--- src/rtl/apb_pkg.sv ---
// Shared APB types and defaults for the requester-side arbiter
// and the apb_slave register blocks.
package apb_pkg;

  typedef enum logic [1:0] {
    IDLE   = 2'd0,
    SETUP  = 2'd1,
    ACCESS = 2'd2
  } apb_state_e;

  localparam int APB_AW_MAX = 32;
  localparam int APB_DW     = 32;
  localparam int APB_AW     = 5;

endpackage

--- src/rtl/apb_master_arbiter_rr.sv ---
// Round-robin arbiter: grants the first request after the
// pointer, wrapping; the pointer moves to the winner on advance.
module rr_arbiter #(
  parameter int NREQ = 2,
  localparam int IW = (NREQ > 1) ? $clog2(NREQ) : 1
) (
  input  logic            clk_i,
  input  logic            rst_ni,
  input  logic [NREQ-1:0] req_i,
  input  logic            adv_i,
  output logic [NREQ-1:0] gnt_o,
  output logic [IW-1:0]   idx_o
);

  logic [IW-1:0] ptr_q;
  logic [IW-1:0] j;
  logic          found;

  always_comb begin
    gnt_o = '0;
    idx_o = '0;
    found = 1'b0;
    j     = '0;
    for (int i = 1; i <= NREQ; i++) begin
      j = IW'((int'(ptr_q) + i) % NREQ);
      if (!found && req_i[j]) begin
        found    = 1'b1;
        gnt_o[j] = 1'b1;
        idx_o    = j;
      end
    end
  end

  // Reset to the last index so requester 0 wins first.
  always_ff @(posedge clk_i or negedge rst_ni) begin
    if (!rst_ni) begin
      ptr_q <= IW'(NREQ - 1);
    end else if (adv_i) begin
      ptr_q <= idx_o;
    end
  end

endmodule

--- src/rtl/apb_master_arbiter.sv ---
// Shares one APB bus between NREQ requesters; sequences
// SETUP/ACCESS and aborts hung slaves after TIMEOUT waits.
module apb_master_arbiter
  import apb_pkg::*;
#(
  parameter int DW      = APB_DW,
  parameter int AW      = APB_AW,
  parameter int NREQ    = 2,
  parameter int TIMEOUT = 16
) (
  input  logic             i_clk,
  input  logic             i_reset_n,
  input  logic [NREQ-1:0]  i_req,
  input  logic [NREQ-1:0]  i_req_write,
  input  logic [NREQ*AW-1:0] i_req_addr,
  input  logic [NREQ*DW-1:0] i_req_wdata,
  output logic [NREQ-1:0]  o_ack,
  output logic [DW-1:0]    o_rdata,
  output logic             o_err,
  output logic [AW-1:0]    o_paddr,
  output logic             o_pwrite,
  output logic             o_psel,
  output logic             o_penable,
  output logic [DW-1:0]    o_pwdata,
  input  logic [DW-1:0]    i_prdata,
  input  logic             i_pready,
  input  logic             i_pslverr
);

  localparam int IW = (NREQ > 1) ? $clog2(NREQ) : 1;
  localparam int CW = (TIMEOUT > 1) ? $clog2(TIMEOUT) : 1;
  localparam logic [CW-1:0] CNT_LAST =
    CW'((TIMEOUT > 0) ? TIMEOUT - 1 : 0);

  if (AW > APB_AW_MAX || NREQ < 2 || NREQ > 8) begin : g_param_err
    $error("apb_master_arbiter: unsupported AW/NREQ");
  end

  apb_state_e      state_q, state_d;
  logic [CW-1:0]   cnt_q, cnt_d;
  logic [NREQ-1:0] gnt_q, gnt_d;
  logic [NREQ-1:0] ack_q, ack_d;
  logic [DW-1:0]   rdata_q, rdata_d;
  logic            err_q, err_d;
  logic [AW-1:0]   paddr_q, paddr_d;
  logic            pwrite_q, pwrite_d;
  logic            psel_q, psel_d;
  logic            penable_q, penable_d;
  logic [DW-1:0]   pwdata_q, pwdata_d;

  logic [NREQ-1:0] eligible;
  logic [NREQ-1:0] arb_gnt;
  logic [IW-1:0]   arb_idx;
  logic            arb_adv;
  logic [AW-1:0]   sel_addr;
  logic [DW-1:0]   sel_wdata;
  logic            sel_write;

  // The requester acked this cycle must not be re-granted at once.
  assign eligible  = i_req & ~ack_q;
  assign arb_adv   = (state_q == IDLE) && (|eligible);
  assign sel_addr  = i_req_addr[arb_idx*AW +: AW];
  assign sel_wdata = i_req_wdata[arb_idx*DW +: DW];
  assign sel_write = i_req_write[arb_idx];

  rr_arbiter #(.NREQ(NREQ)) u_arb (
    .clk_i  (i_clk),
    .rst_ni (i_reset_n),
    .req_i  (eligible),
    .adv_i  (arb_adv),
    .gnt_o  (arb_gnt),
    .idx_o  (arb_idx)
  );

  always_comb begin
    state_d   = state_q;
    cnt_d     = cnt_q;
    gnt_d     = gnt_q;
    ack_d     = '0;
    rdata_d   = rdata_q;
    err_d     = err_q;
    paddr_d   = paddr_q;
    pwrite_d  = pwrite_q;
    psel_d    = psel_q;
    penable_d = penable_q;
    pwdata_d  = pwdata_q;
    unique case (state_q)
      IDLE: begin
        if (|eligible) begin
          state_d   = SETUP;
          gnt_d     = arb_gnt;
          paddr_d   = sel_addr;
          pwrite_d  = sel_write;
          pwdata_d  = sel_write ? sel_wdata : '0;
          psel_d    = 1'b1;
          penable_d = 1'b0;
        end
      end
      SETUP: begin
        state_d   = ACCESS;
        penable_d = 1'b1;
        cnt_d     = '0;
      end
      ACCESS: begin
        if (i_pready) begin
          state_d   = IDLE;
          psel_d    = 1'b0;
          penable_d = 1'b0;
          ack_d     = gnt_q;
          rdata_d   = pwrite_q ? '0 : i_prdata;
          err_d     = i_pslverr;
        end else if (TIMEOUT != 0 && cnt_q == CNT_LAST) begin
          state_d   = IDLE;
          psel_d    = 1'b0;
          penable_d = 1'b0;
          ack_d     = gnt_q;
          rdata_d   = '0;
          err_d     = 1'b1;
        end else begin
          cnt_d = cnt_q + 1'b1;
        end
      end
      default: state_d = IDLE;
    endcase
  end

  always_ff @(posedge i_clk or negedge i_reset_n) begin
    if (!i_reset_n) begin
      state_q   <= IDLE;
      cnt_q     <= '0;
      gnt_q     <= '0;
      ack_q     <= '0;
      rdata_q   <= '0;
      err_q     <= 1'b0;
      paddr_q   <= '0;
      pwrite_q  <= 1'b0;
      psel_q    <= 1'b0;
      penable_q <= 1'b0;
      pwdata_q  <= '0;
    end else begin
      state_q   <= state_d;
      cnt_q     <= cnt_d;
      gnt_q     <= gnt_d;
      ack_q     <= ack_d;
      rdata_q   <= rdata_d;
      err_q     <= err_d;
      paddr_q   <= paddr_d;
      pwrite_q  <= pwrite_d;
      psel_q    <= psel_d;
      penable_q <= penable_d;
      pwdata_q  <= pwdata_d;
    end
  end

  assign o_ack     = ack_q;
  assign o_rdata   = rdata_q;
  assign o_err     = err_q;
  assign o_paddr   = paddr_q;
  assign o_pwrite  = pwrite_q;
  assign o_psel    = psel_q;
  assign o_penable = penable_q;
  assign o_pwdata  = pwdata_q;

endmodule

--- config.mk ---
export PLATFORM = sky130hd
export DESIGN_NAME = apb_master_arbiter
export DESIGN_NICKNAME = d
export VERILOG_FILES = /design/src/rtl/apb_pkg.sv /design/src/rtl/apb_master_arbiter_rr.sv /design/src/rtl/apb_master_arbiter.sv
export SDC_FILE = /design/constraint.sdc
export NUM_CORES = 1
export LEC_CHECK = 0
export BUFFER_PORTS_ARGS = -buffer_cell sky130_fd_sc_hd__buf_2
export CAP_MARGIN = 20
export CORE_MARGIN = 2
export CORE_UTILIZATION = 45
export CTS_CLUSTER_DIAMETER = 80
export DETAILED_ROUTE_END_ITERATION = 10
export PLACE_DENSITY_LB_ADDON = 0.12
export SYNTH_ARGS = -nofsm -noshare
export SYNTH_HDL_FRONTEND = slang
export SYNTH_SLANG_ARGS = --single-unit
--- constraint.sdc ---
create_clock -name i_clk -period 5.3 [get_ports i_clk]
set_clock_uncertainty 0.2 [all_clocks]
set_input_delay 0.795 -clock i_clk [delete_from_list [all_inputs] [get_ports i_clk]]
set_output_delay 0.795 -clock i_clk [all_outputs]
set_load 0.01 [all_outputs]
==> results of run 1 <==
where the power goes:
group,total [mW],internal [mW],switching [mW]
combinational,1.10,0.434,0.670
sequential,1.13,0.952,0.178
clock,0.555,0.326,0.229
total,2.79,1.71,1.08
cells in the mapped netlist, types with 2 or more instances:
library cell | count | share of area
buf_4 | 7 | 0.014
buf_6 | 5 | 0.015
nand3_1 | 33 | 0.045
nor3_1 | 2 | 0.0027
o21ai_1 | 2 | 0.0027
inv_1 | 5 | 0.0051
o21ai_0 | 3 | 0.0041
dfrtp_1 | 83 | 0.57
buf_2 | 14 | 0.019
a31oi_1 | 7 | 0.012
a22oi_1 | 32 | 0.066
nand2_1 | 81 | 0.083
a21oi_1 | 39 | 0.053
nor2_4 | 2 | 0.0062
and3_1 | 2 | 0.0034
nor2_1 | 44 | 0.045
layout make-up:
cell class / count / area (µm²)
Timing Repair Buffer: 193 / 988
Inverter: 5 / 18.8
Multi-Input combinational cell: 264 / 1350
Clock buffer: 10 / 138
Tap cell: 102 / 128
Fill cell: 693 / 2970
Sequential cell: 84 / 2100
Clock inverter: 6 / 111
cells by family (layout without fill, tap and decap cells):
kind of cell / after synthesis / count (layout)
AO/OA/AOI/OAI: 90 / 90
adder cells (fa/ha/maj): 1 / 1
buffers and inverters: 32 / 214
flip-flops: 84 / 84
AND/OR/NAND/NOR: 173 / 173
registers in the layout, summed over array words and instances, names as in the netlist:
name         cells
o_paddr          5
o_err            1
o_pwrite         1
state_q          2
o_ack            2
gnt_q            2
o_pwdata        32
cnt_q            4
o_psel           1
o_penable        1
o_rdata         32
u_arb.ptr_q      1
layout by cell type (no fill, tap or decap), drive strengths merged, types with 7 or more instances in the layout:
cell / instances
a21oi: 39
a22oi: 32
a31oi: 7
buf: 193
clkbuf: 10
dfrtp: 83
nand2: 81
nand3: 33
nor2: 46
worst max-delay path: stages (launching register included):
cell and delay, ps:
dfrtp_1 510, nor2_4 220, o21a_2 490, buf_4 520, nor2_1 80, a21oi_1 140
metal layers:
layer | GRT usage | up-vias
met5 | 0 | -
met4 | 0.0966 | 0
met3 | 0.0449 | 18
met2 | 0.347 | 151
met1 | 0.265 | 1525
li1 | - | 1656
path summary, 6_finish.rpt:
path / slack [ps] / endpoint / from / depth (start not counted)
max: 3040 / o_pwdata[15] / state_q[1] / 5
min in group i_clk: 270 / o_rdata[0] / o_rdata[0] / 2
max reg2reg: 3040 / o_pwdata[15] / state_q[1] / 5
min reg2reg: 270 / o_rdata[0] / o_rdata[0] / 2
max in group asynchronous: 3730 / o_pwdata[18] / i_reset_n / 2
min: 210 / o_pwdata[10] / i_reset_n / 1
per-stage QoR:
stage                     utilization  area (µm²)  power [mW]
after detailed placement        0.588        4590        2.27
after floorplan                     -        3650        1.83
after global routing            0.620        4840        3.01
after global placement          0.586        4580        2.22
after CTS                       0.620        4840        2.83
final                           0.620        4840        2.79
==> flow_metrics.env, run 1 <==
export IMPL_status="complete, no violations"
export IMPL_numCtsBuffers=9
export IMPL_clock_path_buffers=2
export IMPL_rows=32
export IMPL_crit_arrival_ps=2320
export IMPL_yosysWarnings=0
export IMPL_final_cells=664
export IMPL_relSlewSlack=0.394
export IMPL_finalCritPeriodShare=0.427
export IMPL_path_class="register to register"
export IMPL_synth_edff_count=0
export IMPL_hold_buffers=0
export IMPL_layout_setup_ws_ps=3040
export IMPL_die_y_um=94.1
export IMPL_layout_drive_gt1_share=0.391
export IMPL_wl_met3_um=817
export IMPL_dr_wl_met2_um=4560
export IMPL_grt_overflow=0
export IMPL_grt_pass1_vias=3080
export IMPL_dr_max_layer_used="met4"
export IMPL_synth_fa_ha_area_frac=0.00342
export IMPL_hold_viol=0
export IMPL_postRouteAntennaNets=0
export IMPL_via_per_inst=5.05
export IMPL_hold_path_class="input port to asynchronous set/reset pin"
export IMPL_synth_compound_area_share=0.156
export IMPL_grt_antenna_before_repair=0
export IMPL_fin_crit_ps=2260
export IMPL_fin_tns_setup_ps=0
export IMPL_powerDensity_mw_per_mm2=576
export IMPL_dieArea_mm2=0.00886
export IMPL_clock_sinks=84
export IMPL_wire_per_inst_um=14.4
export IMPL_clk_pin_slew_ps=90
export IMPL_nets=672
export IMPL_drtIter0Drc=153
export IMPL_crit_path_start_kind="register"
export IMPL_synth_distinct_cells=35
export IMPL_post_cts_setup_buffer_count=0
export IMPL_synth_area_mm2=0.00365
export IMPL_cts_tree="done"
export IMPL_cts_resized=0
export IMPL_num_antenna_cells=0
export IMPL_port_buffers=188
export IMPL_synthSimpleGateAreaFrac=0.210
export IMPL_finalSetupViolations=0
export IMPL_core_area_mm2=0.00781
export IMPL_grt_use_total=0.210
export IMPL_worstPathMaxFanout=54
export IMPL_rsz0062_at_grt="false"
export IMPL_synth_ff_type="dfrtp_1"
export IMPL_dp_hpwl_um=7020
export IMPL_place_gp_congestion=0.819
export IMPL_ir_worst_vdd_v=0.000270
export IMPL_leakagePower_nw=2.59
export IMPL_netlist_instances=380
export IMPL_routed_wl_um=9570
export IMPL_wl_met1_um=3980
export IMPL_fmax_mhz=442
export IMPL_place_ws_ps=2680
export IMPL_syn_to_final_growth_pct=32.5
export IMPL_slew_violations=0
export IMPL_synth_fp_nets=495
export IMPL_worstSkewPairLatency_ps=340
export IMPL_seq_area_frac_synth=0.575
export IMPL_whs_ps=206
export IMPL_cp_data_required_time_ps=5360
export IMPL_max_slew_worst_pin_slew_ps=907
export IMPL_io_pins=189
export IMPL_place_inst=648
export IMPL_htreeDepth=3
export IMPL_cts_root_buf="clkbuf_8"
export IMPL_die_x_um=94.1
export IMPL_synth_xor_area_share=0
export IMPL_drv_cap=0
export IMPL_first_pass_iters=4
export IMPL_initial_core_util=0.468
export IMPL_grt_max_degree=55
export IMPL_num_vias=3350
export IMPL_synth_top_family_by_area="simple AND/OR/NAND/NOR gates"
export IMPL_grt_pass1_wl_um=14400
export IMPL_critPathCaptureType="register"
export IMPL_ys_ff_latch=84
export IMPL_synthMuxAreaShare=0
export IMPL_drc=0
export IMPL_async_reset_ff_frac=1.00
export IMPL_syn_avg_cell_area_um2=9.62
(Power assumes the default switching activity.)
==> run 2: changes to the inputs <==
--- a/config.mk
+++ b/config.mk
@@ -8,7 +8,7 @@
 export BUFFER_PORTS_ARGS = -buffer_cell sky130_fd_sc_hd__buf_2
 export CAP_MARGIN = 20
 export CORE_MARGIN = 2
-export CORE_UTILIZATION = 45
+export CORE_UTILIZATION = 41
 export CTS_CLUSTER_DIAMETER = 80
 export DETAILED_ROUTE_END_ITERATION = 10
 export PLACE_DENSITY_LB_ADDON = 0.12
==> constraint.sdc (replaced) <==
create_clock -name i_clk -period 1.81 [get_ports i_clk]
set_clock_uncertainty 0.2 [all_clocks]
set_input_delay 0.2715 -clock i_clk [delete_from_list [all_inputs] [get_ports i_clk]]
set_output_delay 0.2715 -clock i_clk [all_outputs]
set_load 0.01 [all_outputs]
==> run 2 against run 1 <==
Against the previous run: cell area grew 14%; non-clock buffer count grew 60; die area grew 9.3%; clock power grew to 2.5 times the previous value; power grew to 3.0 times the previous value; final cell count grew 10%; critical path depth grew 2; largest cell class unchanged; highest routed layer is now met5.
==> flow_metrics.env, run 2 (synthesized netlist as in run 1, its figures left out) <==
export IMPL_worstPathMaxFanout=9
export IMPL_cts_tree="done"
export IMPL_final_area_mm2=0.00553
export IMPL_slowest_stage="dfrtp_1"
export IMPL_grt_pass1_wl_um=17000
export IMPL_num_vias=3633
export IMPL_worstSkewPairLatency_ps=340
export IMPL_grt_overflow=0
export IMPL_syn_to_final_growth_pct=51.2
export IMPL_numCtsBuffers=9
export IMPL_place_gp_congestion=0.911
export IMPL_clock_path_buffers=2
export IMPL_postRouteAntennaNets=0
export IMPL_grt_pass1_vias=3515
export IMPL_via_per_inst=4.97
export IMPL_r2r_start="cnt_q[0]"
export IMPL_max_slew_worst_pin_slew_ps=513
export IMPL_final_cells=731
export IMPL_layout_setup_ws_ps=76.7
export IMPL_grt_use_total=0.217
export IMPL_slew_violations=0
export IMPL_status="complete, no violations"
export IMPL_drv_cap=0
export IMPL_nets=734
export IMPL_leakagePower_nw=2.89
export IMPL_post_dp_cell_area_mm2=0.00477
export IMPL_first_pass_iters=5
export IMPL_wire_per_inst_um=14.5
export IMPL_fill_cells=728
export IMPL_num_antenna_cells=0
export IMPL_hold_viol=0
export IMPL_powerDensity_mw_per_mm2=1520
export IMPL_multi_input_area_mm2=0.00140
export IMPL_dieArea_mm2=0.00969
export IMPL_io_pins=189
export IMPL_setup_worst_path_start="cnt_q[0]"
export IMPL_finalCritPeriodShare=0.958
export IMPL_crit_path_start_kind="register"
export IMPL_rrSetupSlack_ps=80
export IMPL_final_cell_mix="buf_2, dfrtp_1, nand2_1"
export IMPL_fin_tns_setup_ps=0
export IMPL_clock_sinks=84
export IMPL_crit_arrival_ps=1820
export IMPL_cp_slowest_stage_delay_ps=390
export IMPL_hold_start="i_req_wdata[41]"
export IMPL_rows=34
export IMPL_mostFrequentLayoutCell="buf_2"
export IMPL_grt_antenna_before_repair=1
export IMPL_grt_max_degree=57
export IMPL_hold_path_class="input port to register"
export IMPL_place_inst=668
export IMPL_clk_pin_slew_ps=90
export IMPL_fmax_mhz=577
export IMPL_die_x_um=98.4
export IMPL_path_cells="ha_1, buf_4, a31o_2, nand2_4, buf_8, nand2_1, nand2_1"
export IMPL_layout_drive_gt1_share=0.384
export IMPL_core_area_mm2=0.00868
export IMPL_critPathCaptureType="register"
export IMPL_fin_crit_ps=1730
export IMPL_path_class="register to register"
export IMPL_rsz0062_at_grt="false"
export IMPL_htreeDepth=3
export IMPL_finalSetupViolations=0
export IMPL_drc=0
export IMPL_cp_data_required_time_ps=1890
export IMPL_seqCellArea_mm2=0.00210
export IMPL_initial_core_util=0.421
export IMPL_relSlewSlack=0.657
export IMPL_routed_wl_um=10600
export IMPL_drtIter0Drc=172
export IMPL_critPathMostFrequentCell="nand2_1"
export IMPL_cts_root_buf="clkbuf_8"
export IMPL_port_buffers=188
export IMPL_dp_hpwl_um=6940
export IMPL_place_ws_ps=-64.1
export IMPL_die_y_um=98.4
export IMPL_ir_worst_vdd_v=0.000746
==> run 2: cell types whose count changed in the layout (fill, tap and decap cells not counted), sizes merged <==
cell         previous run  this run
nor2                   46        48
clkbuf                 10        11
bufinv                  3         2
buf                   193       208
dlygate4sd3             0        44
==> run 2: where the power goes <==
| part | leakage [nW] | internal [mW] | total, mW | switching (mW) |
|---|---|---|---|---|
| clock | 0.102 | 0.766 | 1.41 | 0.649 |
| sequential | 1.05 | 2.79 | 3.24 | 0.456 |
| combinational | 1.74 | 1.60 | 3.76 | 2.17 |
==> run 2: cell type report <==
type / count / area share
Clock buffer: 10 / 0.0231
Clock inverter: 5 / 0.0140
Timing Repair Buffer: 253 / 0.301
Multi-Input combinational cell: 266 / 0.253
Sequential cell: 84 / 0.380
Inverter: 5 / 0.00340
Tap cell: 108 / 0.0244
==> run 2: final timing paths <==
| path | cells past startpoint | endpoint |
|---|---|---|
| min | 3 | o_pwdata[9] |
| min reg2reg | 2 | o_rdata[25] |
| max reg2reg | 7 | o_rdata[30] |
| min in group asynchronous | 2 | o_pwdata[10] |
| max | 7 | o_rdata[30] |
| max in group asynchronous | 3 | u_arb.ptr_q |
==> run 2: critical path, delay by kind of cell, from the launching register on <==
family / cells / cell delay [ps]
fa+ha+maj: 1 / 240
compound gates: 1 / 290
simple gates: 3 / 260
buf+inv: 2 / 300
flops: 1 / 390
==> run 2: what timing repair did <==
item,in CTS,in global routing
gates cloned,1,2
pin swaps,1,2
hold buffers,44,0
gates resized for setup,2,9
buffers inserted,0,1
endpoints found under the setup margin,34,35
endpoints found under the hold margin,97,0
==> run 2: per-stage QoR <==
step	hold WS, ps	utilization	power [mW]
global route	27.3	0.637	9.10
CTS	13.4	0.626	8.39
finish	24.7	0.637	8.42
floorplan	-224	-	5.35
detailed placement	24.0	0.550	6.86
global placement	24.3	0.550	6.76
==> run 2: metal layers <==
metal | GRT usage | vias to the layer above | wire length [µm]
met5 | 0 | - | 13
met4 | 0.0580 | 2 | 172
met3 | 0.0702 | 15 | 864
met2 | 0.372 | 155 | 5190
met1 | 0.267 | 1684 | 4380
li1 | - | 1777 | -
